## config.mk

```make
export PLATFORM = sky130hd
export DESIGN_NAME = data_bus_bridge
export DESIGN_NICKNAME = d
export VERILOG_FILES = /design/src/rtl/data_bus_bridge.sv
export SDC_FILE = /design/constraint.sdc
export NUM_CORES = 1
export LEC_CHECK = 0
export ABC_AREA = 0
export CELL_PAD_IN_SITES_DETAIL_PLACEMENT = 0
export CELL_PAD_IN_SITES_GLOBAL_PLACEMENT = 1
export CORE_AREA = 4 4 126 128
export CTS_CLUSTER_DIAMETER = 60
export DETAILED_ROUTE_END_ITERATION = 7
export DIE_AREA = 0 0 130 132
export GPL_TIMING_DRIVEN = 0
export PLACE_DENSITY_LB_ADDON = 0.1
export REMOVE_ABC_BUFFERS = 1
export SYNTH_ARGS = -nofsm -noshare
export SYNTH_HDL_FRONTEND = slang
export SYNTH_SLANG_ARGS = --single-unit
```

## constraint.sdc

```tcl
create_clock -name clk -period 6.3 [get_ports clk]
set_clock_uncertainty 0.2 [all_clocks]
set_input_delay 1.89 -clock clk [delete_from_list [all_inputs] [get_ports clk]]
set_output_delay 1.89 -clock clk [all_outputs]
set_load 0.01 [all_outputs]
```

## src/rtl/data_bus_bridge.sv

```systemverilog
// Bridges the memory stage's single-cycle SRAM port onto the SoC SRAM-like data bus,
// stalling the pipeline until the transaction completes or a timeout aborts it.
module data_bus_bridge #(
    parameter int unsigned TIMEOUT = 255
) (
    input  logic        clk,
    input  logic        rst,
    input  logic        mem_en,
    input  logic [3:0]  mem_wen,
    input  logic [31:0] mem_addr,
    input  logic [31:0] mem_wdata,
    output logic [31:0] mem_rdata,
    output logic        stall,
    output logic        bus_error,
    output logic        bus_req,
    output logic        bus_wr,
    output logic [1:0]  bus_size,
    output logic [31:0] bus_addr,
    output logic [3:0]  bus_wstrb,
    output logic [31:0] bus_wdata,
    input  logic        bus_addr_ok,
    input  logic        bus_data_ok,
    input  logic [31:0] bus_rdata
);

    typedef enum logic [1:0] {IDLE, ADDR, DATA, DONE} state_t;

    localparam int unsigned CW = (TIMEOUT > 1) ? $clog2(TIMEOUT) : 1;
    localparam logic [CW-1:0] LAST_CNT = CW'((TIMEOUT == 0) ? 0 : TIMEOUT - 1);

    state_t        state;
    logic [CW-1:0] timeout_cnt;

    logic          hold_wr;
    logic [1:0]    hold_size;
    logic [31:0]   hold_addr;
    logic [3:0]    hold_wstrb;
    logic [31:0]   hold_wdata;

    logic          req_wr;
    logic [1:0]    req_size;
    logic [1:0]    req_off;
    logic [31:0]   req_addr;
    logic          addr_lsb_unused;

    // The bus address offset comes from the strobe pattern, not from the stage's low address bits.
    assign addr_lsb_unused = ^mem_addr[1:0];

    always_comb begin
        req_wr   = (mem_wen != 4'b0000);
        req_size = 2'd2;
        req_off  = 2'b00;
        case (mem_wen)
            4'b0001: begin req_size = 2'd0; req_off = 2'b00; end
            4'b0010: begin req_size = 2'd0; req_off = 2'b01; end
            4'b0100: begin req_size = 2'd0; req_off = 2'b10; end
            4'b1000: begin req_size = 2'd0; req_off = 2'b11; end
            4'b0011: begin req_size = 2'd1; req_off = 2'b00; end
            4'b1100: begin req_size = 2'd1; req_off = 2'b10; end
            default: ;
        endcase
        req_addr = {mem_addr[31:2], req_off};
    end

    // In IDLE the request goes out straight from the stage; afterwards it replays from the hold registers.
    always_comb begin
        bus_req   = rst & (((state == IDLE) & mem_en) | (state == ADDR));
        stall     = rst & mem_en & (state != DONE);
        bus_wr    = hold_wr;
        bus_size  = hold_size;
        bus_addr  = hold_addr;
        bus_wstrb = hold_wstrb;
        bus_wdata = hold_wdata;
        if (state == IDLE) begin
            bus_wr    = req_wr;
            bus_size  = req_size;
            bus_addr  = req_addr;
            bus_wstrb = mem_wen;
            bus_wdata = mem_wdata;
        end
    end

    always_ff @(posedge clk or negedge rst) begin
        if (!rst) begin
            state       <= IDLE;
            timeout_cnt <= '0;
            hold_wr     <= 1'b0;
            hold_size   <= 2'd0;
            hold_addr   <= 32'h0;
            hold_wstrb  <= 4'h0;
            hold_wdata  <= 32'h0;
            mem_rdata   <= 32'h0;
            bus_error   <= 1'b0;
        end else begin
            bus_error <= 1'b0;
            case (state)
                IDLE: begin
                    if (mem_en) begin
                        hold_wr     <= req_wr;
                        hold_size   <= req_size;
                        hold_addr   <= req_addr;
                        hold_wstrb  <= mem_wen;
                        hold_wdata  <= mem_wdata;
                        timeout_cnt <= '0;
                        state       <= bus_addr_ok ? DATA : ADDR;
                    end
                end
                ADDR: begin
                    if (bus_addr_ok) begin
                        timeout_cnt <= '0;
                        state       <= DATA;
                    end
                end
                DATA: begin
                    // A response in the final allowed cycle beats the abort.
                    if (bus_data_ok) begin
                        if (!hold_wr)
                            mem_rdata <= bus_rdata;
                        state <= DONE;
                    end else if ((TIMEOUT != 0) && (timeout_cnt == LAST_CNT)) begin
                        mem_rdata <= 32'h0;
                        bus_error <= 1'b1;
                        state     <= DONE;
                    end else begin
                        timeout_cnt <= timeout_cnt + 1'b1;
                    end
                end
                DONE: state <= IDLE;
                default: state <= IDLE;
            endcase
        end
    end

endmodule
```

==> impl_metrics.env <==
export IMPL_maxSlewViolCount=0
export IMPL_cp_top_family="buffers and inverters"
export IMPL_setup_viol=0
export IMPL_place_ws_ns=0.622
export IMPL_die_x_um=130
export IMPL_cts_sinks=114
export IMPL_grt_pass1_wl_um=23200
export IMPL_cts_tree="built"
export IMPL_path_depth=6
export IMPL_r2r_cells=5
export IMPL_wirelength_um=14500
export IMPL_final_util_pct=56.1
export IMPL_period_minus_slack_ns=5.68
export IMPL_required_ns=4.21
export IMPL_maxCapViolCount=0
export IMPL_end_kind="primary output"
export IMPL_fin_nets=722
export IMPL_finalCritPeriodShare_pct=90.2
export IMPL_cts_root_buf="clkbuf_16"
export IMPL_worst_path_max_delay_cell="clkdlybuf4s50_1"
export IMPL_crit_type="in2out"
export IMPL_synth_ff_type="dfrtp_1"
export IMPL_cts_resized_gates=0
export IMPL_clockBufferDepth=2
export IMPL_vdd_drop_max_mv=0.268
export IMPL_clk_pin_slew_ns=0.05
export IMPL_core_area_um2=14900
export IMPL_dpl_instance_area_um2=7690
export IMPL_cp_start_kind="input port"
export IMPL_syn2layout_area_growth_pct=54.6
export IMPL_async_flop_share_pct=100
export IMPL_cp_common_cell="clkdlybuf4s50_1"
export IMPL_row_count=45
export IMPL_ys_seq_area_share_pct=52.9
export IMPL_hold_buffers=0
export IMPL_critPathMaxFanout=7
export IMPL_grt_pass1_vias=4404
export IMPL_clk_latency_ns=0.41
export IMPL_synth_seq_cells=114
export IMPL_via_count=4058
export IMPL_viasPerCell=5.00
export IMPL_tns_ns=0
export IMPL_io_pins=211
export IMPL_die_area_um2=17200
export IMPL_pwr_density_cell_nw_per_um2=543
export IMPL_p_leak_nw=3.46
export IMPL_cp_arrival_ns=3.59
export IMPL_rsz0062_at_grt="no"
export IMPL_synth_edff_count=0
export IMPL_timing_final_ws_setup_ns=0.620
export IMPL_syn_area_um2=5400
export IMPL_fmax_mhz=176
export IMPL_die_h_um=132
export IMPL_gp_congestion=0.764
export IMPL_wl_per_cell_um=17.8
export IMPL_grt_max_degree=62
export IMPL_relSlewSlack_pct=19.7
export IMPL_crit_path_cell_trace="clkdlybuf4s50_1 -> nor2_1 -> and3_1 -> a31oi_1 -> a21oi_1 -> clkdlybuf4s50_1"
export IMPL_hold_path_class="reg2reg"
export IMPL_htreeDepth=4
export IMPL_drc=0
export IMPL_hold_viol_final=0
export IMPL_grt_ovfl_total=0
export IMPL_ant_nets=0
export IMPL_hold_depth=2
export IMPL_hpwl_um=10200
export IMPL_synth_warnings=0
export IMPL_crit_buf_inv=2
export IMPL_slowest_delay_ns=0.56
export IMPL_final_area_um2=8340
export IMPL_dr_pass1_iters=4
export IMPL_numCtsBuffers=17
export IMPL_yosysUniqueCellTypes=36
export IMPL_post_cts_buffers=0
export IMPL_antenna_found_initial=1
export IMPL_syn_inst=404
export IMPL_port_buffer_count=208
export IMPL_start_util_pct=36.3
export IMPL_drt_initial_drc_count=217
export IMPL_status="finished, final reports clean"
export IMPL_worstMarginPinSlew_ns=1.20
export IMPL_drive_above_1_share_pct=28.7
export IMPL_grt_usage_pct=17.5
export IMPL_synth_area_per_cell_um2=13.4
[Yosys cell counts, drive strengths merged (3+ instances only)]
master / instances / area [µm²]
mux2: 137 / 1540
dfrtp: 114 / 2850
a22o: 32 / 280
buf: 24 / 128
nand2: 14 / 55.1
inv: 11 / 41.3
nand3: 9 / 45.0
nor2: 9 / 33.8
o21ai: 8 / 40.0
ha: 7 / 87.6
nor3: 5 / 25.0
a21oi: 4 / 20.0
o221ai: 4 / 35.0
a31oi: 3 / 33.8
nand2b: 3 / 18.8
[cells by family after synthesis]
group	Yosys count	synth area share, %
compound gates	58	8.60
xor+xnor	2	0.325
fa+ha+maj	7	1.62
buf+inv	36	3.20
flops	114	52.9
mux	139	29.0
simple gates	48	4.41
[per-stage QoR]
step / hold slack [ns] / total power, mW / cells
final: 0.273 / 4.53 / 812
after floorplan: 0.242 / 2.40 / 379
after global routing: 0.311 / 4.81 / 812
after CTS: 0.281 / 4.61 / 811
after detailed placement: 0.267 / 3.52 / 779
after global placement: 0.259 / 3.49 / 775
[cells in the final DEF, fill, tap and decap left out, types with 2 or more instances in the layout]
| cell type | netlist | final |
|---|---|---|
| buf_16 | 0 | 2 |
| dfrtp_1 | 114 | 114 |
| mux2i_1 | 2 | 2 |
| bufinv_16 | 0 | 4 |
| nand3_1 | 9 | 9 |
| o221ai_1 | 4 | 4 |
| clkbuf_16 | 0 | 17 |
| nor2_1 | 9 | 9 |
| nand2_1 | 13 | 13 |
| ha_1 | 7 | 6 |
| nand2b_1 | 3 | 3 |
| clkbuf_8 | 0 | 5 |
| nor3_1 | 5 | 5 |
| xnor2_1 | 2 | 2 |
| clkdlybuf4s50_1 | 0 | 207 |
| o211ai_1 | 2 | 2 |
| clkinvlp_4 | 0 | 2 |
| a22o_1 | 32 | 32 |
| inv_1 | 11 | 11 |
| o311ai_1 | 2 | 2 |
| a21oi_1 | 4 | 4 |
| o21ai_0 | 6 | 6 |
| clkinv_2 | 0 | 3 |
| mux2_2 | 137 | 137 |
| a31oi_1 | 2 | 2 |
[sequential cells by signal (all words and copies together) (netlist names)]
| name | cells |
|---|---|
| timeout_cnt | 8 |
| bus_error | 1 |
| hold_wr | 1 |
| hold_wstrb | 4 |
| state | 2 |
| hold_addr | 32 |
| mem_rdata | 32 |
| hold_wdata | 32 |
| hold_size | 2 |
[tightest hold or removal path, cell delays in order, from the launching register on]
cell and delay (ns):
dfrtp_1 0.34, nand2_1 0.05, nand2_1 0.06
[where the power goes]
| part | leakage, nW | total, mW | internal [mW] | switching [mW] |
|---|---|---|---|---|
| Clock | 0.315 | 1.05 | 0.712 | 0.333 |
| Combinational | 1.75 | 2.24 | 1.37 | 0.868 |
| Sequential | 1.39 | 1.25 | 1.07 | 0.173 |
| Total | 3.46 | 4.53 | 3.16 | 1.37 |
[layer usage]
layer	share of wire, %	GRT usage (%)
met5	0	0
met4	3.0	7.97
met2	50	28.6
met1	39	19.6
met3	7.7	7.66
[worst paths after layout]
check / startpoint / slack, ns / to
worst max-delay path: mem_wen[0] / 0.62 / bus_size[0]
worst min-delay path: hold_size[1] / 0.27 / hold_size[1]
worst max register to register: state[0] / 3.70 / hold_wdata[17]
worst min register to register: hold_size[1] / 0.27 / hold_size[1]
max in group asynchronous: rst / 3.96 / mem_rdata[28]
min in group asynchronous: rst / 1.23 / hold_wdata[5]
[layout make-up]
class | count | area (µm²)
Sequential cell | 114 | 2850
Tap cell | 188 | 235
Multi-Input combinational cell | 254 | 2390
Inverter | 11 | 41.3
Clock inverter | 9 | 150
Fill cell | 1268 | 6520
Timing Repair Buffer | 212 | 2170
Clock buffer | 23 | 498
Antenna cell | 1 | 2.50
No activity file was read; power rests on OpenSTA's default activity.
==> RTL edit 1, RTL diff (same flow settings) <==
Register the output `bus_error` once more, cleared by the reset; this adds one clock of latency there. The other outputs are not delayed to match.
--- a/src/rtl/data_bus_bridge.sv
+++ b/src/rtl/data_bus_bridge.sv
@@ -27,6 +27,8 @@
 
     localparam int unsigned CW = (TIMEOUT > 1) ? $clog2(TIMEOUT) : 1;
     localparam logic [CW-1:0] LAST_CNT = CW'((TIMEOUT == 0) ? 0 : TIMEOUT - 1);
+
+    logic bus_error_s0;
 
     state_t        state;
     logic [CW-1:0] timeout_cnt;
@@ -90,9 +92,9 @@
             hold_wstrb  <= 4'h0;
             hold_wdata  <= 32'h0;
             mem_rdata   <= 32'h0;
-            bus_error   <= 1'b0;
+            bus_error_s0 <= 1'b0;
         end else begin
-            bus_error <= 1'b0;
+            bus_error_s0 <= 1'b0;
             case (state)
                 IDLE: begin
                     if (mem_en) begin
@@ -119,7 +121,7 @@
                         state <= DONE;
                     end else if ((TIMEOUT != 0) && (timeout_cnt == LAST_CNT)) begin
                         mem_rdata <= 32'h0;
-                        bus_error <= 1'b1;
+                        bus_error_s0 <= 1'b1;
                         state     <= DONE;
                     end else begin
                         timeout_cnt <= timeout_cnt + 1'b1;
@@ -131,4 +133,12 @@
         end
     end
 
+    always_ff @(posedge clk or negedge rst) begin
+        if (!rst) begin
+            bus_error <= '0;
+        end else begin
+            bus_error <= bus_error_s0;
+        end
+    end
+
 endmodule
Behaviour: same outputs for any inputs over 4 cycles, from zero or initial values and one cycle with rst low; that may be too few to reach the edited logic, so the function may still have changed.
==> RTL edit 1 against the unedited design <==
Sequential cell count is 1 higher. Global-route usage down 1.1 points. Worst setup slack worse by 5.7 ps. Register-to-register slack worse by 90 ps. Clock power decreased by 9.9%. Critical path depth down 1. Area after synthesis rose by 0.28%. Design area shrank 0.24%. Count of clock-buffer cells in the layout fell by 6. Power is 5.2% lower. Wire length fell by 3.8%. Critical endpoint is now bus_addr[0].
==> RTL edit 1: results (changes against the unedited design) <==
Status
  – Status: finished clean

Logic synthesis
  – Yosys warns: 0 (unchanged)
  – Sequential share of the synthesized area: 53.2% (+0.32 points)
  – Commonest cells in the synthesized netlist: mux2_1, dfrtp_1, a22o_1
  – Primary FF master, synth: dfrtp_1
  – Top cells by area, synth: dfrtp_1, mux2_1, a22o_1, mux2_2, buf_2
  – Distinct cells, synth: 36 (unchanged)
  – Asr flop ratio synth: 100% (unchanged)

Min path
  – Hold_sp: bus_error_s0
  – Hold Path Class: flop to flop

Routing
  – Detailed Route Iter0 Violations: 141 (-35%)
  – Via count: 3995 (-1.6%)
  – Detailed Routing Iterations Pass 1: 4 (unchanged)
  – Detailed Route WL: 13900 µm (-3.8%)

Worst setup path
  – Worst reg2reg path depth: 6 (+1)
  – Arr. time, crit path: 3600 ps (about the same)
  – Reg-to-Reg Start: state[0]
  – Crit-path max FO: 7 (unchanged)
  – CP delay by family, top: buffers and inverters
  – Worst Setup SP: mem_wen[1]
  – R2R Path End: hold_addr[4]
  – Worst R2R Setup Slack: 3610 ps (-90 ps)
  – Largest stage delay on the critical path: 600 ps (+40 ps)
  – Critical Path End: bus_addr[0]
  – Slowest CP cell: clkdlybuf4s50_1

Clocking
  – Worst-path clk slew: 60 ps
  – Postcts setup bufs: 0 (unchanged)
  – CTS Buf Count: 17 (unchanged)
  – Clk Latency, worst-skew pair: 410 ps (about the same)
  – Root Driver: clkbuf_16
  – PostCTS Resize Cnt: 0 (unchanged)
  – H-tree levels: 4 (unchanged)
  – Deepest clock path buffer count: 2 (unchanged)

Global routing
  – Vias in the first global route: 4203 (-4.6%)
  – First-pass GRT wire length: 21900 µm (-5.8%)
  – Largest net degree at the start of global routing: 73 (+18%)
  – Initial antenna violation count: 0 (-1)
  – Total Routing Usage GR: 16.4% (-1.1 points)

Placed design
  – Placement Cell Area: 7740 µm² (+0.60%)
  – Dpl hpwl: 9900 µm (-2.8%)
  – GP Congestion: 0.729 (-4.6%)
  – PortBufs: 208 (unchanged)

Layout
  – Final nets: 722 (unchanged)
  – Top flop regs: hold_addr x32, hold_wdata x32, mem_rdata x32
  – Share of cells above drive strength 1: 8.83% (-20 points)
  – Antenna cells: 0 (-1)

Power and ir drop
  – Leak: 3.48 nW (+0.46%)
  – VDD IR max: 0.000201 V (-25%)

Timing
  – Rel. slew slack: 23.0% (+3.3 points)
==> RTL edit 1: per-layer routing <==
layer	vias up	global-route usage [%]	wire [µm]
li1	1891	-	-
met1	1940	19.6	5890
met2	148	26.3	6490
met3	16	7.13	1310
met4	0	5.54	208
met5	-	0	0
==> RTL edit 1: worst min path at each step <==
stage                 to  slack (ps)  depth (start not counted)
5_1_grt        bus_error         170                          0
3_3_place_gp   bus_error         130                          0
6_report       bus_error         150                          0
3_5_place_dp   bus_error         140                          0
4_1_cts        bus_error         160                          0
2_1_floorplan  bus_error         130                          0
==> RTL edit 1: worst reg2reg max path, cell delays in order (launching register included) <==
cell,delay [ps]
dfrtp_1,410
inv_1,150
ha_4,400
buf_16,300
and2_4,380
buf_16,290
mux2_1,430
==> RTL edit 1: logic make-up after synthesis <==
kind of cell | share of synthesized area (%)
muxes | 29.1
DFF | 53.2
AOI/OAI and AO/OA | 8.60
and+or+nand+nor | 4.21
buffers and inverters | 2.98
adders and majority gates | 1.62
xor gates and xnor gates | 0.324
==> RTL edit 1: final cells by class <==
type / count / area, µm²
Fill cell: 1288 / 6540
Sequential cell: 115 / 2880
Multi-Input combinational cell: 253 / 2390
Timing Repair Buffer: 212 / 2190
Clock buffer: 17 / 425
Tap cell: 188 / 235
Clock inverter: 15 / 159
Inverter: 11 / 41.3
==> RTL edit 1: power by group <==
part	internal (mW)	total, mW	switching, mW
Combinational	1.24	2.11	0.867
Sequential	1.08	1.24	0.163
Clock	0.584	0.946	0.362
==> RTL edit 1: metrics by stage <==
step                setup slack, ps  std cells
floorplan                      -197        379
global placement              -3140        775
CTS                             604        811
finish                          614        811
global route                    481        811
detailed placement              612        779
==> RTL edit 2, RTL diff (same flow settings) <==
Without the edit above. Change the parameter `TIMEOUT` from 255 to 510.
--- a/src/rtl/data_bus_bridge.sv
+++ b/src/rtl/data_bus_bridge.sv
@@ -1,7 +1,7 @@
 // Bridges the memory stage's single-cycle SRAM port onto the SoC SRAM-like data bus,
 // stalling the pipeline until the transaction completes or a timeout aborts it.
 module data_bus_bridge #(
-    parameter int unsigned TIMEOUT = 255
+    parameter int unsigned TIMEOUT = 510
 ) (
     input  logic        clk,
     input  logic        rst,
Check against the original RTL: same outputs for any inputs over 4 cycles, from zero or initial values and one cycle with rst low; that may be too few to reach the edited logic, so the function may still have changed.
==> RTL edit 2 against the unedited design <==
Sequential cell count increased by 1. Design area is 0.35% higher. Worst setup slack got worse by 290 ps. Synthesized cell count shrank 1.2%. Power rose by 0.23%. Wire length is 1.3% lower. Area after synthesis rose by 0.70%. Critical path depth down 2. Core utilization grew 0.19 points.
==> RTL edit 2: results (changes against the unedited design) <==
Status
  – Status: finished clean

Layout
  – Multi-input combinational gate total: 256 (+0.79%)
  – Filler instances: 1289 (+1.7%)
  – Plain + repair buffers: 211 (-0.47%)
  – Multi-input gate area: 2440 µm² (+2.3%)
  – # clk buffers: 18 (-22%)
  – Sequential share of cell area: 34.4% (+0.18 points)
  – Antenna cells: 0 (-1)
  – Final nets: 718 (-0.55%)
  – Layout clock area frac: 7.67% (-0.10 points)

Global routing
  – Largest net degree at the start of global routing: 67 (+8.1%)
  – Initial antenna violation count: 0 (-1)
  – First-pass GRT wire length: 22700 µm (-2.1%)
  – Vias in the first global route: 4386 (-0.41%)
  – Total Routing Usage GR: 17.0% (-0.53 points)

Logic synthesis
  – Compound-cell area share of the yosys netlist: 8.48% (-0.13 points)
  – Mux contribution to synthesized area: 29.2% (+0.19 points)
  – Sequential share of the synthesized area: 53.0% (+0.095 points)
  – Synth Instances: 399 (-1.2%)
  – Distinct cells, synth: 37 (+2.8%)
  – Commonest cells in the synthesized netlist: mux2_2, dfrtp_1, a22o_1

Timing
  – Rel. slew slack: 21.8% (+2.0 points)

Power and ir drop
  – Power Density: 543 nW/µm² (-0.11%)
  – Leak: 3.49 nW (+0.85%)
  – VDD IR max: 0.000288 V (+7.4%)

Routing
  – Met1 WL: 5690 µm (+0.18%)
  – Met2 WL: 7170 µm (-0.67%)
  – Routed len/inst: 17.7 µm (-0.65%)
  – Detailed Route Iter0 Violations: 166 (-24%)
  – Number of vias per cell: 5.02 (+0.55%)
  – Metal3 WL: 1150 µm (+2.8%)

Clocking
  – CTS Sinks: 115 (+0.88%)

Placed design
  – Dpl hpwl: 10000 µm (-1.4%)
  – Post-place setup slack: 268 ps (-354 ps)
  – Placement Cell Area: 7730 µm² (+0.49%)
  – GP Congestion: 0.762 (-0.35%)
[RTL edit 2: power breakdown]
part	total [mW]	internal [mW]	switching, mW
combinational	2.25	1.37	0.883
sequential	1.25	1.08	0.173
clock	1.03	0.677	0.356
total	4.54	3.13	1.41
[RTL edit 2: final timing paths]
kind	from	endpoint	slack [ps]	cells after the start
max	mem_en	bus_req	330	4
min	hold_size[1]	hold_size[1]	270	2
max reg2reg	state[0]	mem_rdata[6]	3640	4
min reg2reg	hold_size[1]	hold_size[1]	270	2
max in group asynchronous	rst	mem_rdata[0]	3940	2
min in group asynchronous	rst	hold_wdata[12]	1260	1
[RTL edit 2: layer usage]
metal | GRT usage [%] | vias up
met5 | 0 | -
met4 | 5.66 | 0
met3 | 7.86 | 19
met2 | 27.9 | 105
met1 | 19.5 | 2031
li1 | - | 1900
[RTL edit 2: worst max-delay path, cell delays in order]
cell	delay (ps)
clkdlybuf4s50_1	530
and2_4	730
o21a_1	190
clkdlybuf4s50_1	530
